<file path="src/rtl/dff_shift_pipe_async_reset.sv">
// WIDTH-bit, DEPTH-stage delay line with stall, synchronous flush, per-stage valid
// tracking, parallel taps and an occupancy count; the capture edge is chosen by NEGEDGE.
`timescale 1ns/1ps
module dff_shift_pipe_async_reset #(
  parameter int unsigned      WIDTH   = 8,
  parameter int unsigned      DEPTH   = 4,
  parameter bit               NEGEDGE = 1'b1,
  parameter logic [WIDTH-1:0] RST_VAL = '0
) (
  input  logic                       clk_i,
  input  logic                       rst_i,
  input  logic                       en_i,
  input  logic                       clr_i,
  input  logic [WIDTH-1:0]           d_i,
  input  logic                       d_valid_i,
  output logic [WIDTH-1:0]           q_o,
  output logic                       q_valid_o,
  output logic [WIDTH*DEPTH-1:0]     taps_o,
  output logic [$clog2(DEPTH+1)-1:0] fill_cnt_o
);

  localparam int unsigned CntW = $clog2(DEPTH + 1);

  if (WIDTH < 1 || DEPTH < 1) begin : g_bad_param
    $error("dff_shift_pipe_async_reset: WIDTH and DEPTH must both be at least 1");
  end

  logic [DEPTH-1:0][WIDTH-1:0] s_q, s_d;
  logic [DEPTH-1:0]            v_q, v_d;
  logic [CntW-1:0]             cnt_q, cnt_d;

  always_comb begin
    s_d   = s_q;
    v_d   = v_q;
    cnt_d = cnt_q;
    if (clr_i) begin
      s_d   = {DEPTH{RST_VAL}};
      v_d   = '0;
      cnt_d = '0;
    end else if (en_i) begin
      s_d[0] = d_i;
      v_d[0] = d_valid_i;
      for (int unsigned i = 1; i < DEPTH; i++) begin
        s_d[i] = s_q[i-1];
        v_d[i] = v_q[i-1];
      end
      // Count tracks popcount(v): one word enters, the oldest leaves.
      cnt_d = cnt_q + CntW'(d_valid_i) - CntW'(v_q[DEPTH-1]);
    end
  end

  if (NEGEDGE) begin : g_negedge
    always_ff @(negedge clk_i or posedge rst_i) begin
      if (rst_i) begin
        s_q   <= {DEPTH{RST_VAL}};
        v_q   <= '0;
        cnt_q <= '0;
      end else begin
        s_q   <= s_d;
        v_q   <= v_d;
        cnt_q <= cnt_d;
      end
    end
  end else begin : g_posedge
    always_ff @(posedge clk_i or posedge rst_i) begin
      if (rst_i) begin
        s_q   <= {DEPTH{RST_VAL}};
        v_q   <= '0;
        cnt_q <= '0;
      end else begin
        s_q   <= s_d;
        v_q   <= v_d;
        cnt_q <= cnt_d;
      end
    end
  end

  assign q_o        = s_q[DEPTH-1];
  assign q_valid_o  = v_q[DEPTH-1];
  assign taps_o     = s_q;
  assign fill_cnt_o = cnt_q;

endmodule

</file>
<file path="config.mk">
export PLATFORM = sky130hd
export DESIGN_NAME = dff_shift_pipe_async_reset
export DESIGN_NICKNAME = d
export VERILOG_FILES = /design/src/rtl/dff_shift_pipe_async_reset.sv
export SDC_FILE = /design/constraint.sdc
export NUM_CORES = 1
export LEC_CHECK = 0
export CORE_AREA = 2 2 73 89
export DETAILED_ROUTE_END_ITERATION = 8
export DIE_AREA = 0 0 75 91
export HOLD_SLACK_MARGIN = 0.12
export PLACE_DENSITY = 0.55
export SYNTH_ARGS = -nofsm -noshare
export SYNTH_HDL_FRONTEND = slang
export SYNTH_SLANG_ARGS = --single-unit
</file>
<file path="constraint.sdc">
create_clock -name clk_i -period 6.1 [get_ports clk_i]
set_clock_uncertainty 0.15 [all_clocks]
set_input_delay 1.22 -clock clk_i [delete_from_list [all_inputs] [get_ports clk_i]]
set_output_delay 1.22 -clock clk_i [all_outputs]
set_load 0.02 [all_outputs]
</file>
==> Yosys cells after proc, flatten, opt, wreduce, memory -nomap -nowiden <==
Index checks and enable logic that the tools add are counted.
{ "classes": {"reduce_logical": 1, "n_addsub": 2, "mux": 6} }
{ "op_table": {"columns": ["operator", "n"], "rows": [
  ["2-to-1 mux 32 bit", 2],
  ["2-to-1 mux 4 bit", 2],
  ["2-to-1 mux 3 bit", 2],
  ["adder 3 x 1 -> 3 bit", 1],
  ["subtractor 3 x 1 -> 3 bit", 1],
  ["nonzero test 2 bit", 1]
]} }
{ "word_totals": {"inputBits": 13, "output_inout_bits": 44, "wordCells": 15, "ff_bits": 39} }

==> Logic depth before layout (Yosys ltp) <==
Gate-level depths: netlist of run 1.
{ "depth": {"depth_word": 4, "ltp_mapped": 9, "ltp_nobuf": 9} }

==> results of run 1 <==
layout by cell type, fill, tap and decap left out, drive strengths merged:
cell type / count
buf: 7
bufinv: 1
nand2b: 1
clkinv: 2
a21oi: 1
clkdlybuf4s50: 55
fa: 1
mux2i: 38
ha: 2
inv: 4
xor2: 1
clkbuf: 6
nor2: 39
a31o: 1
dfrtn: 39
power groups by stage:
stage	combinational [mW]	clock, mW	sequential (mW)
floorplan	0.0358	0	0.288
global placement	0.0727	0	0.280
detailed placement	0.0734	0	0.280
CTS	0.0736	0.229	0.275
global route	0.0787	0.238	0.276
finish	0.0720	0.221	0.275
area by class of cell:
type | instances | share of cell area
multi-input combinational | 84 | 0.248
timing repair buffer | 62 | 0.252
inverter | 5 | 0.00772
tap | 82 | 0.0422
sequential | 39 | 0.401
clock inverter | 2 | 0.0144
clock buffer | 6 | 0.0340
registers in the layout (all words and copies together) (netlist names):
| name | count |
|---|---|
| fill_cnt_o | 3 |
| q_o | 8 |
| taps_o | 24 |
| v_q | 4 |
kinds of logic (layout without fill, tap and decap cells):
kind of cell | count (synthesis) | count (layout) | share of synthesized area
simple gates | 40 | 40 | 0.0873
buf+inv | 22 | 75 | 0.0966
mux | 38 | 38 | 0.217
flops | 39 | 39 | 0.558
compound gates | 2 | 2 | 0.0100
xor+xnor | 1 | 1 | 0.00501
fa+ha+maj | 3 | 3 | 0.0257
routing by layer:
metal  part of all wire  wire length (um)
met5                  0                 0
met2               0.44              1570
met3              0.049               173
met4              0.028                98
met1               0.48              1690
stage by stage:
stage               hold slack (ps)  worst slack, ps
floorplan                       297              556
global placement                316            -2.40
detailed placement              326            -58.3
CTS                             334              225
global route                    357              135
finish                          326              249
tightest hold or removal path: stages, from the launching register on:
cell	delay, ps
dfrtn_1	410
mux2i_1	70
nor2_1	80
worst paths after layout:
kind,start,end,slack [ps],cells past startpoint
setup / recovery,fill_cnt_o[1],fill_cnt_o[1],250,1
hold / removal,v_q[1],v_q[1],330,2
setup reg to reg,fill_cnt_o[0],fill_cnt_o[2],3930,9
hold reg to reg,v_q[1],v_q[1],330,2
max in group asynchronous,rst_i,q_o[5],1210,3
min in group asynchronous,rst_i,taps_o[12],4000,2
==> results.yml, run 1 <==
timing:
  finalSetupTns_ps: 0
  finalHoldViolations: 0
  worstMarginPinSlew_ps: 647
  setup_viol: 0
  slew_headroom: 0.568
  slew_violations: 0
  grt_setup_unrepaired: "false"
clock_tree:
  cts_root_buf: "clkbuf_8"
  clk_path_buf_depth: 2
  cts-htree-levels: 2
  clk_pin_slew_ps: 50
  holdBufCountCts: 0
  cts_tree: "built"
  cts_setup_buffers: 0
  cts_resized: 0
  clock-sinks: 39
  clk_latency_ps: 290
  cts_buffers: 5
placed_design:
  portBuffers: 56
  dp.final_hpwl_mm: 2.45
  place.gp.congestion: 0.710
  dpl-instance-area_sq_mm: 0.00231
  dp_cells: 272
grt:
  track_usage: 0.114
  use_met1: 0.166
  antenna_found_initial: 0
  grt.busiest_layer: "met1"
  grt_use_met3: 0.0311
  grt-ovfl-total: 0
  grt_pass1_wl_mm: 6.04
  grt_start_max_net_pins: 32
  use_met2: 0.157
  grt_pass1_vias: 1161
die:
  die-area_sq_mm: 0.00683
  die_h_um: 91
  ioPinCount: 57
  core-area_sq_mm: 0.00593
  rows: 31
  die_x_um: 75
  start_util: 0.295
routing:
  drt_iter0_markers: 56
  drt_pass1_iterations: 4
  vias_per_cell: 4.21
  ant_nets: 0
  routed_wl_mm: 3.53
  vias: 1178
  wl_per_cell_um: 12.6
  drc: 0
critical_path:
  crit_chain: "clkdlybuf4s50_1"
  cpPeakStageDelay_ps: 640
  path_class: "reg2out"
  path_buf_inv: 1
  worstPathArrival_ps: 4480
  cp_top_family: "buffers and inverters"
  worstSetupEndpointType: "primary output"
  crit_fanout: 4
  slowest_stage: "clkdlybuf4s50_1"
  crit_path_start_kind: "register"
  cp.required_ps: 4730
pwr:
  internal-power_mw: 0.436
  swShare: 0.233
  combPwrFrac: 0.127
  peakVddDrop_v: 0.000132
  p_seq_frac: 0.485
  power_density_mw_per_mm2: 233
  clkPwrFrac: 0.389
  p_total_mw: 0.568
  p_leak_nw: 1.17
  p_sw_mw: 0.132
run:
  drv_cap: 0
layout:
  layout-drive-gt1-share: 0.0808
  nets: 213
  stdcell_count: 280
  n_fill_cell: 605
  ff_latch_area_sq_um: 976
  n_antenna_cell: 0
  stdcell_area_sq_mm: 0.00243
  multi_input_area_sq_um: 604
  areaGrowthSynthToFinish_pct: 39.1
  fin_util: 0.410
synthesis:
  synth_top_area_frac: 0.558
  yosysSeqAreaShare: 0.558
  ys_top_cells_by_count: "dfrtn_1 (39), nor2_1 (39), mux2i_1 (38)"
  syn_inst: 145
  avgSynthCellArea_sq_um: 12.1
  synthArstFlopShare: 1.00
  netlist_area_sq_mm: 0.00175
  yosysTopAreaCell: "dfrtn_1"
  synth_enable_flop_cells: 0
  ys_types: 15
  syn-num-nets: 161
  synth_seq_cells: 39
  synth_warnings: 0
  synthTopCellsByArea: "dfrtn_1 (56%), mux2i_1 (22%), nor2_1 (8.4%)"
  synthFlopType: "dfrtn_1"
outcome:
  status: "finished clean"
min_path:
  hold_class: "reg2reg"
(Power assumes the default switching activity.)
==> run 2: changes to the inputs <==
--- a/config.mk
+++ b/config.mk
@@ -10,6 +10,7 @@
 export DIE_AREA = 0 0 75 91
 export HOLD_SLACK_MARGIN = 0.12
 export PLACE_DENSITY = 0.55
+export SKIP_LAST_GASP = 1
 export SYNTH_ARGS = -nofsm -noshare
 export SYNTH_HDL_FRONTEND = slang
 export SYNTH_SLANG_ARGS = --single-unit
==> results of run 2 <==
No change in the layout: final DEF, timing and power equal those of run 1.
